### config.mk
export PLATFORM = sky130hd
export DESIGN_NAME = adc_seq_ctrl
export DESIGN_NICKNAME = d
export VERILOG_FILES = /design/src/rtl/adc_seq_pkg.sv /design/src/rtl/adc_seq_hs.sv /design/src/rtl/adc_seq_ctrl.sv
export SDC_FILE = /design/constraint.sdc
export NUM_CORES = 1
export LEC_CHECK = 0
export CORE_MARGIN = 4
export CORE_UTILIZATION = 50
export DETAILED_ROUTE_END_ITERATION = 8
export PLACE_DENSITY_LB_ADDON = 0.08
export SKIP_LAST_GASP = 1
export SLEW_MARGIN = 10
export SYNTH_ARGS = -nofsm -noshare
export SYNTH_HDL_FRONTEND = slang
export SYNTH_SLANG_ARGS = --single-unit
### constraint.sdc
create_clock -name clk -period 6.54 [get_ports clk]
set_clock_uncertainty 0.2 [all_clocks]
set_input_delay 1.635 -clock clk [delete_from_list [all_inputs] [get_ports clk]]
set_output_delay 1.635 -clock clk [all_outputs]
set_load 0.05 [all_outputs]
### src/rtl/adc_seq_pkg.sv
// Shared encodings for the Intan ADC sequencer: FSM states, stage codes and
// cache_cmd field positions.
package adc_seq_pkg;

  localparam logic [2:0] S_IDLE      = 3'd0;
  localparam logic [2:0] S_INIT      = 3'd1;
  localparam logic [2:0] S_TYPE      = 3'd2;
  localparam logic [2:0] S_CONF      = 3'd3;
  localparam logic [2:0] S_CONV_WAIT = 3'd4;
  localparam logic [2:0] S_CONV      = 3'd5;
  localparam logic [2:0] S_ERR       = 3'd6;

  localparam logic [1:0] STG_INIT = 2'd0;
  localparam logic [1:0] STG_TYPE = 2'd1;
  localparam logic [1:0] STG_CONF = 2'd2;
  localparam logic [1:0] STG_CONV = 2'd3;

  localparam int CMD_FS_MSB  = 23;
  localparam int CMD_FS_LSB  = 20;
  localparam int CMD_FU_MSB  = 19;
  localparam int CMD_FU_LSB  = 16;
  localparam int CMD_FL_MSB  = 15;
  localparam int CMD_FL_LSB  = 12;
  localparam int CFG_MSB     = CMD_FS_MSB;
  localparam int CFG_LSB     = CMD_FL_LSB;

  function automatic logic [1:0] stage_of(input logic [2:0] s);
    case (s)
      S_TYPE:  return STG_TYPE;
      S_CONF:  return STG_CONF;
      S_CONV:  return STG_CONV;
      default: return STG_INIT;
    endcase
  endfunction

endpackage

### src/rtl/adc_seq_hs.sv
// Generic fs/fd handshake watcher shared by all handshake states.
// Wait counter and timeout exist only when ADC_SEQ_TIMEOUT_EN is defined.
module adc_seq_hs
  import adc_seq_pkg::*;
#(
  parameter int TIMEOUT = 65535
) (
  input  logic clk,
  input  logic rst,
  input  logic clr,
  input  logic active,
  input  logic fd,
  output logic done,
  output logic tmo
);

  assign done = active & fd;

`ifdef ADC_SEQ_TIMEOUT_EN
  localparam int TW = $clog2(TIMEOUT + 1);
  logic [TW-1:0] wait_cnt;

  always_ff @(posedge clk) begin
    if (rst || clr)
      wait_cnt <= '0;
    else if (active && !fd)
      wait_cnt <= wait_cnt + 1'b1;
  end

  // fires on the cycle the count would reach TIMEOUT, so fs stays up TIMEOUT cycles
  assign tmo = active & ~fd & (wait_cnt == TW'(TIMEOUT - 1));
`else
  logic unused_hs;
  assign unused_hs = ^{clk, rst, clr, (TIMEOUT != 0)};
  assign tmo = 1'b0;
`endif

endmodule

### src/rtl/adc_seq_ctrl.sv
// Sequencer for the four-channel Intan ADC: init/type/conf handshakes then a
// periodic conv loop. ADC_SEQ_TIMEOUT_EN enables handshake timeout and ERR.
module adc_seq_ctrl
  import adc_seq_pkg::*;
#(
  parameter int PERIOD_UNIT = 2500,
  parameter int TIMEOUT     = 65535,
  parameter int CNT_W       = 16
) (
  input  logic             clk,
  input  logic             rst,
  input  logic             start,
  input  logic             stop,
  input  logic [31:0]      cache_cmd,
  output logic             fs_init,
  output logic             fs_type,
  output logic             fs_conf,
  output logic             fs_conv,
  input  logic             fd_init,
  input  logic             fd_type,
  input  logic             fd_conf,
  input  logic             fd_conv,
  output logic             ready,
  output logic             busy,
  output logic             err,
  output logic [1:0]       err_stage,
  output logic [CNT_W-1:0] conv_cnt,
  output logic [CNT_W-1:0] ovr_cnt
);

  localparam int CW = CFG_MSB - CFG_LSB + 1;

  logic [2:0]    state, nxt;
  logic          stop_pend, stp;
  logic [CW-1:0] cfg, cmd_cfg;
  logic [31:0]   pcnt, period;
  logic          tick, cfg_chg;
  logic          hs_act, hs_fd, hs_done, hs_tmo;

  assign cmd_cfg = cache_cmd[CFG_MSB:CFG_LSB];
  assign cfg_chg = (cmd_cfg != cfg);
  assign stp     = stop | stop_pend;
  assign ready   = (state == S_CONV_WAIT) || (state == S_CONV);
  assign busy    = (state != S_IDLE) && (state != S_ERR);

  assign period = (32'(cfg[CMD_FS_MSB-CFG_LSB:CMD_FS_LSB-CFG_LSB]) + 32'd1) * 32'(PERIOD_UNIT);
  assign tick   = ready && (pcnt == period - 32'd1);

  assign hs_act = (state == S_INIT) || (state == S_TYPE) || (state == S_CONF) || (state == S_CONV);

  always_comb begin
    hs_fd = 1'b0;
    case (state)
      S_INIT:  hs_fd = fd_init;
      S_TYPE:  hs_fd = fd_type;
      S_CONF:  hs_fd = fd_conf;
      S_CONV:  hs_fd = fd_conv;
      default: hs_fd = 1'b0;
    endcase
  end

  adc_seq_hs #(.TIMEOUT(TIMEOUT)) u_hs (
    .clk    (clk),
    .rst    (rst),
    .clr    (nxt != state),
    .active (hs_act),
    .fd     (hs_fd),
    .done   (hs_done),
    .tmo    (hs_tmo)
  );

  always_comb begin
    nxt = state;
    case (state)
      S_IDLE:      if (start) nxt = S_INIT;
      S_INIT:      if (hs_tmo) nxt = S_ERR; else if (hs_done) nxt = stp ? S_IDLE : S_TYPE;
      S_TYPE:      if (hs_tmo) nxt = S_ERR; else if (hs_done) nxt = stp ? S_IDLE : S_CONF;
      S_CONF:      if (hs_tmo) nxt = S_ERR; else if (hs_done) nxt = stp ? S_IDLE : S_CONV_WAIT;
      // a pending reconfig outranks a same-cycle tick
      S_CONV_WAIT: if (stp) nxt = S_IDLE; else if (cfg_chg) nxt = S_CONF; else if (tick) nxt = S_CONV;
      S_CONV:      if (hs_tmo) nxt = S_ERR; else if (hs_done) nxt = stp ? S_IDLE : S_CONV_WAIT;
      S_ERR:       if (start) nxt = S_INIT;
      default:     nxt = S_IDLE;
    endcase
  end

  always_ff @(posedge clk) begin
    if (rst) begin
      state     <= S_IDLE;
      fs_init   <= 1'b0;
      fs_type   <= 1'b0;
      fs_conf   <= 1'b0;
      fs_conv   <= 1'b0;
      stop_pend <= 1'b0;
      cfg       <= '0;
      pcnt      <= '0;
      conv_cnt  <= '0;
      ovr_cnt   <= '0;
    end else begin
      state   <= nxt;
      fs_init <= (nxt == S_INIT);
      fs_type <= (nxt == S_TYPE);
      fs_conf <= (nxt == S_CONF);
      fs_conv <= (nxt == S_CONV);
      if (state == S_IDLE || state == S_ERR || nxt == S_IDLE || nxt == S_ERR)
        stop_pend <= 1'b0;
      else if (stop)
        stop_pend <= 1'b1;
      if (state == S_CONF && hs_done)
        cfg <= cmd_cfg;
      if (state == S_CONF && nxt == S_CONV_WAIT)
        pcnt <= '0;
      else if (ready)
        pcnt <= tick ? 32'd0 : pcnt + 32'd1;
      if (state == S_CONV && hs_done)
        conv_cnt <= conv_cnt + 1'b1;
      if (state == S_CONV && tick && ovr_cnt != '1)
        ovr_cnt <= ovr_cnt + 1'b1;
    end
  end

`ifdef ADC_SEQ_TIMEOUT_EN
  always_ff @(posedge clk) begin
    if (rst) begin
      err       <= 1'b0;
      err_stage <= STG_INIT;
    end else if (hs_tmo) begin
      err       <= 1'b1;
      err_stage <= stage_of(state);
    end else if (state == S_ERR && start) begin
      err       <= 1'b0;
      err_stage <= STG_INIT;
    end
  end
`else
  assign err       = 1'b0;
  assign err_stage = STG_INIT;
`endif

  logic unused_cmd;
  assign unused_cmd = ^{cache_cmd[31:CFG_MSB+1], cache_cmd[CFG_LSB-1:0]};

endmodule

==> results of run 1 <==
per-layer routing:
metal  routed length (µm)  up-vias
met1                 5630     2254
li1                     -     2411
met3                  373       20
met5                    0        -
met2                 5810       93
met4                  208        0
state kept, by name (all words and copies together) (netlist names):
register	flops
ovr_cnt	16
fs_init	1
cfg	12
fs_conf	1
fs_type	1
pcnt	32
state	3
fs_conv	1
conv_cnt	16
stop_pend	1
cells in the final DEF (no fill, tap or decap), types with 6 or more instances in the layout:
cell and count:
xor2_1 37, a211oi_1 8, and3_1 17, nand2b_1 9
o21ai_0 7, nand4_1 17, nand2_1 67, a21oi_1 28
inv_1 21, or2_2 6, ha_1 29, nor4_1 11
nor2b_1 15, clkdlybuf4s50_1 56, nand3_1 38, mux2_2 8
clkbuf_8 9, nor2_1 91, xnor2_1 41, nor3_1 20
dfxtp_1 84
worst max-delay path, stage by stage (launching register included):
cell,delay (ps)
dfxtp_1,590
nand3_1,140
xor2_1,550
fa_1,500
inv_1,70
ha_1,150
fa_1,410
ha_1,410
a21o_1,240
a311o_1,350
o221a_1,280
or4_1,510
a21oi_1,150
o21a_2,180
o2111ai_4,290
nor3_1,360
mux2_2,380
final timing paths:
path | startpoint | end | slack [ps] | cells past startpoint
worst min-delay path | cfg[1] | cfg[1] | 270 | 2
worst min register to register | cfg[1] | cfg[1] | 270 | 2
worst max-delay path | cfg[8] | ovr_cnt[0] | 660 | 16
worst max register to register | cfg[8] | ovr_cnt[0] | 660 | 16
area by class of cell:
cell class / instances / area (µm²) / area share [%]
multi-input combinational: 533 / 3500 / 56.1
tap: 136 / 170 / 2.73
timing repair buffer: 61 / 596 / 9.54
sequential: 84 / 1680 / 27.0
clock buffer: 10 / 128 / 2.05
inverter: 21 / 78.8 / 1.26
clock inverter: 6 / 86.3 / 1.38
power by group:
| part | internal [µW] | leakage [µW] | switching, µW | total [µW] |
|---|---|---|---|---|
| clock | 215 | 0.000107 | 187 | 402 |
| combinational | 20.4 | 0.00153 | 31.0 | 51.4 |
| sequential | 512 | 0.000677 | 1.73 | 514 |
| total | 748 | 0.00231 | 219 | 967 |
cell families after synthesis:
logic type               Yosys count
other                              1
XOR/XNOR                          78
flip-flops                        84
AO/OA/AOI/OAI                     86
multiplexers                      15
AND/OR/NAND/NOR                  318
adder cells (fa/ha/maj)           33
buffers and inverters             52
metrics by stage:
step                      utilization [%]  hold WS [ps]  setup slack (ps)
after CTS                            59.9           271               656
after global routing                 59.9           288               261
after floorplan                         -           249              1170
after detailed placement             57.8           260               674
after global placement               57.8           255               708
final                                59.9           268               659
==> results.py, run 1 <==
metrics = {
    "floorplan": {
        "die_height_um": 112,
        "placeableCoreArea_um2": 10400,
        "initial_utilization_pct": 51.8,
        "num_rows": 37,
        "die_width_um": 112,
        "floorplan.die_area_um2": 12500,
        "io-pin-count": 81,
    },
    "pwr": {
        "powerDensity_nw_per_um2": 155,
        "power.leakage_uw": 0.00231,
        "power.total_uw": 967,
        "worst_ir_drop_vdd_uv": 95.5,
    },
    "setup_path": {
        "criticalPathCategory": "reg2reg",
        "timing.critical_path.required_ps": 6580,
        "worst_ep_arrival_time_ps": 5920,
        "setup.worst_path.end_class": "flop",
        "timing.critical_path.fanout_max": 16,
        "crit_path_start_kind": "flop",
    },
    "finish": {
        "filler_cell_count": 963,
        "num_antenna_cells": 0,
        "drive_above_1_share_pct": 6.29,
        "fin_cells": 851,
        "areaGrowthSynthToFinish_pct": 15.7,
        "final_design_area_no_fill_um2": 6240,
        "finish.net_count": 783,
    },
    "routing": {
        "detailedRoute.firstIterationViolations": 317,
        "drc_violation_count_after_routing": 0,
        "detailroute.via_count": 4778,
        "detail-route-antenna-nets": 0,
        "avgViaCountPerCell": 5.61,
        "average_detailed_routed_wire_length_per_instance_um": 14.1,
        "detail_route.wirelength_mm": 12.0,
        "detailed_routing_iteration_count_for_the_pre_antenna_repair_pass": 4,
    },
    "yosys": {
        "synth.cell_area_um2": 5400,
        "netlist_top_cells_area": "dfxtp_1 31%, ha_1 6.7%, xnor2_1 6.7%, nor2_1 6.3%, xor2_1 6.0%",
        "yosys.area.top_type_share_pct": 31.2,
        "synth_xor_xnor_area_share_pct": 12.7,
        "synth_most_common_cell": "nor2_1",
        "synth_commonest_cells": "91 x nor2_1, 84 x dfxtp_1, 67 x nand2_1, 41 x xnor2_1, 38 x nand3_1",
        "synth_edf_count": 0,
        "muxShareOfSynthArea_pct": 3.06,
        "synthesized_netlist_cell_count": 667,
        "synth_top_flop_cell": "dfxtp_1",
        "synth.ff_latch_count": 84,
        "synth_area_per_cell_um2": 8.09,
        "postSynth.asyncResetShare_pct": 0,
        "netlist-cell-type-count": 63,
        "synth.yosys.seq_area_share_pct": 31.2,
        "synth-warning-count": 0,
        "synth_compound_area_share_pct": 11.3,
        "synthSimpleGateAreaFrac_pct": 29.4,
        "yosys.area_share.adder_pct": 8.21,
        "cell_taking_the_most_area_after_synthesis": "dfxtp_1",
        "dominant_combinational_cell_family_by_area_after_synthesis": "simple AND/OR/NAND/NOR gates",
    },
    "sta": {
        "setup-violations-final": 0,
        "max_slew_margin_pct": 27.1,
        "finalHoldViolCount": 0,
        "setup_repair_after_global_routing_missed_its_margin": "false",
        "final_min_period_over_clock_period_pct": 89.9,
        "worst_margin_slew_ps": 1090,
        "fmaxAchievable_ghz": 0.170,
        "fin_setup_tns_ps": 0,
        "layout_min_cycle_time_ps": 5880,
        "drv_slew": 0,
    },
    "clock_network": {
        "htree_depth": 3,
        "hold_buffers": 0,
        "cts_buffers": 9,
        "cts_setup_buffers": 0,
        "worst_skew_late_latency_ps": 350,
        "cts_tree": "yes",
        "cts_num_sinks": 84,
        "cts.clk_slew.worst_paths_ps": 80,
        "cts_root_buffer": "clkbuf_8",
        "clockBufferDepth": 2,
        "post_cts_resized": 0,
    },
    "place": {
        "placement.cell_area_um2": 6030,
        "io_buffer_count": 57,
        "gp_congestion": 0.810,
        "hpwl_reported_at_the_end_of_detailed_placement_mm": 8.98,
        "numPlacedInstances": 835,
    },
    "flow_run": {
        "cap_viol_max_count": 0,
    },
    "grt": {
        "overflow": 0,
        "pin_count_of_the_biggest_net_entering_global_routing": 65,
        "gr-usage-met3_pct": 3.59,
        "grt_antenna_before_repair": 0,
        "global_route.usage.met2_pct": 33.5,
        "grt_busiest_layer": "met2",
        "grt_usage_pct": 19.7,
        "grt_pass1_wl_mm": 21.3,
        "gr-usage-met1_pct": 25.2,
        "first_global_vias": 4832,
    },
    "min_path": {
        "min_path_type": "reg2reg",
    },
    "run_status": {
        "run_status": "complete, no violations",
    },
}
No activity file was read; power rests on OpenSTA's default activity.
==> inputs of run 2 (changes only) <==
- SKIP_LAST_GASP: 1 -> unset
==> results of run 2 <==
Final layout, timing and power as in run 1 (identical DEF).
==> inputs of run 3 (changes only) <==
- CELL_PAD_IN_SITES_DETAIL_PLACEMENT: unset -> 1
- CELL_PAD_IN_SITES_GLOBAL_PLACEMENT: unset -> 2
- CORE_UTILIZATION: 50 -> 35
- clock period: 6.54 -> 6.8 ns (I/O delays scaled with it)
==> run 3 against run 2 <==
Final area increased by 2.8%. Critical path type unchanged. Largest cell class unchanged. Via count increased by 1.7%. Power increased by 11%.
==> results.py, run 3 (synthesized netlist as in run 1, its figures left out) <==
metrics = {
    "run_status": {
        "run_status": "complete, no violations",
    },
    "pwr": {
        "seq_power_share_pct": 46.1,
        "clockPowerShare_pct": 49.2,
        "p_comb_share_pct": 4.8,
        "switching_share_pct": 21.6,
        "netSwitchingPower_uw": 232,
        "power.leakage_uw": 0.00237,
        "powerDensity_nw_per_um2": 168,
        "worst_ir_drop_vdd_uv": 101,
        "internal-power_uw": 843,
        "power.total_uw": 1080,
    },
    "clock_network": {
        "cts_root_buffer": "clkbuf_16",
        "cts_setup_buffers": 0,
        "worst_skew_late_latency_ps": 340,
        "post_cts_resized": 0,
        "cts_buffers": 9,
        "cts_tree": "yes",
        "hold_buffers": 0,
        "htree_depth": 3,
        "cts_num_sinks": 84,
        "cts.clk_slew.worst_paths_ps": 60,
        "clockBufferDepth": 2,
    },
    "sta": {
        "hold_slack_ps": 271,
        "fin_setup_tns_ps": 0,
        "drv_slew": 0,
        "setup-violations-final": 0,
        "fmaxAchievable_ghz": 0.165,
        "worst_margin_slew_ps": 677,
        "setup_repair_after_global_routing_missed_its_margin": "false",
        "final_min_period_over_clock_period_pct": 89.4,
        "finalHoldViolCount": 0,
        "layout_min_cycle_time_ps": 6080,
        "max_slew_margin_pct": 54.7,
    },
    "setup_path": {
        "reg2reg_from": "cfg[8]",
        "worst_path_largest_cell_delay_ps": 590,
        "crit-reg2reg-capture": "ovr_cnt[0]",
        "timing.critical_path.required_ps": 6830,
        "worst-r2r-setup-slack_ps": 720,
        "slowest_stage": "dfxtp_1",
        "r2r.worst_path.cells": 16,
        "setup.worst_path.end_class": "flop",
        "criticalPathCategory": "reg2reg",
        "critical_path.cell_chain": "nand3_1 > xor2_1 > fa_1 > inv_1 > ha_1 > fa_1 > ha_1 > a21o_1 > a311o_1 > o221a_1 > or4_1 > a21oi_1 > o21a_2 > o2111ai_4 > nor3_1 > mux2_2",
        "timing.critical_path.fanout_max": 16,
        "crit_path_start_kind": "flop",
        "worst_ep_arrival_time_ps": 6110,
    },
    "finish": {
        "num_antenna_cells": 0,
        "finish.net_count": 784,
        "largest_register_ffs": 32,
        "final_util_pct": 42.4,
        "fin_cells": 903,
        "final_cell_mix": "91 x nor2_1, 84 x dfxtp_1, 67 x nand2_1",
        "largestRegisters": "pcnt x32, conv_cnt x16, ovr_cnt x16",
        "commonest_non_fill_non_tap_cell_in_the_layout": "nor2_1",
        "top_register_by_number_of_flip_flops": "pcnt",
        "areaGrowthSynthToFinish_pct": 18.9,
        "drive_above_1_share_pct": 6.29,
    },
    "grt": {
        "grt_antenna_before_repair": 0,
        "first_global_vias": 5151,
        "pin_count_of_the_biggest_net_entering_global_routing": 65,
        "overflow": 0,
        "grt_usage_pct": 16.9,
        "grt_pass1_wl_mm": 25.0,
    },
    "min_path": {
        "timing.hold.worst_path_depth": 2,
        "worst_hold_startpoint": "cfg[6]",
        "min_path_type": "reg2reg",
        "worstHoldEndpoint": "cfg[6]",
    },
    "flow_run": {
        "cap_viol_max_count": 0,
    },
    "place": {
        "hpwl_reported_at_the_end_of_detailed_placement_mm": 10.9,
        "io_buffer_count": 57,
        "numPlacedInstances": 888,
        "gp_congestion": 0.839,
    },
    "routing": {
        "average_detailed_routed_wire_length_per_instance_um": 15.9,
        "detailedRoute.firstIterationViolations": 145,
        "drc_violation_count_after_routing": 0,
        "detailed_routing_iteration_count_for_the_pre_antenna_repair_pass": 4,
        "detailroute.via_count": 4861,
        "avgViaCountPerCell": 5.38,
        "detail-route-antenna-nets": 0,
        "detail_route.wirelength_mm": 14.4,
    },
    "floorplan": {
        "die_height_um": 132,
        "floorplan.die_area_um2": 17500,
        "placeableCoreArea_um2": 15100,
        "initial_utilization_pct": 35.6,
        "num_rows": 45,
        "io-pin-count": 81,
        "die_width_um": 132,
    },
}
-- run 3: cell count changes in the layout (fill, tap and decap cells not counted), sizes merged --
cell / delta
clkbuf: +1
inv: -1
clkinvlp: -1
buf: +1
-- run 3: power groups by stage --
stage,logic [µW],clock network (µW),registers (µW)
2_1_floorplan,30.2,0,507
3_3_place_gp,50.9,0,506
3_5_place_dp,51.6,0,506
4_1_cts,51.9,550,495
5_1_grt,55.9,567,495
6_report,51.2,529,495
-- run 3: through the flow --
step	area, µm²	setup slack [ps]
detailed placement	6100	670
CTS	6410	664
global placement	6100	812
floorplan	5400	1430
finish	6410	724
global route	6410	236
-- run 3: critical path: cells and delay by family (launching register included) --
family / cells / cell delay, ps
compound gates: 6 / 1550
xor+xnor: 1 / 580
mux: 1 / 390
simple gates: 3 / 1070
fa+ha+maj: 4 / 1490
flops: 1 / 590
buf+inv: 1 / 80
-- run 3: worst max path at each step --
stage	depth (start not counted)	endpoint	from	slack, ps
global placement	16	ovr_cnt[9]	cfg[8]	810
global route	17	ovr_cnt[9]	cfg[8]	240
finish	16	ovr_cnt[0]	cfg[8]	720
CTS	17	ovr_cnt[0]	cfg[8]	660
detailed placement	16	ovr_cnt[0]	cfg[8]	670
floorplan	18	ovr_cnt[11]	cfg[9]	1430
-- run 3: per-layer routing --
layer / track usage [%] / up-vias / routed length, µm
li1: - / 2410 / -
met1: 21.0 / 2390 / 6800
met2: 30.2 / 47 / 7090
met3: 2.10 / 14 / 244
met4: 6.13 / 0 / 245
met5: 0 / - / 0
-- run 3: final cells by class --
| type | count | area, µm² |
|---|---|---|
| inverters | 21 | 78.8 |
| fillers | 1839 | 8730 |
| clock inverters | 4 | 73.8 |
| well taps | 188 | 235 |
| multi-input cells | 533 | 3500 |
| clock buffers | 11 | 243 |
| repair buffers | 62 | 603 |
| flip-flops and latches | 84 | 1680 |
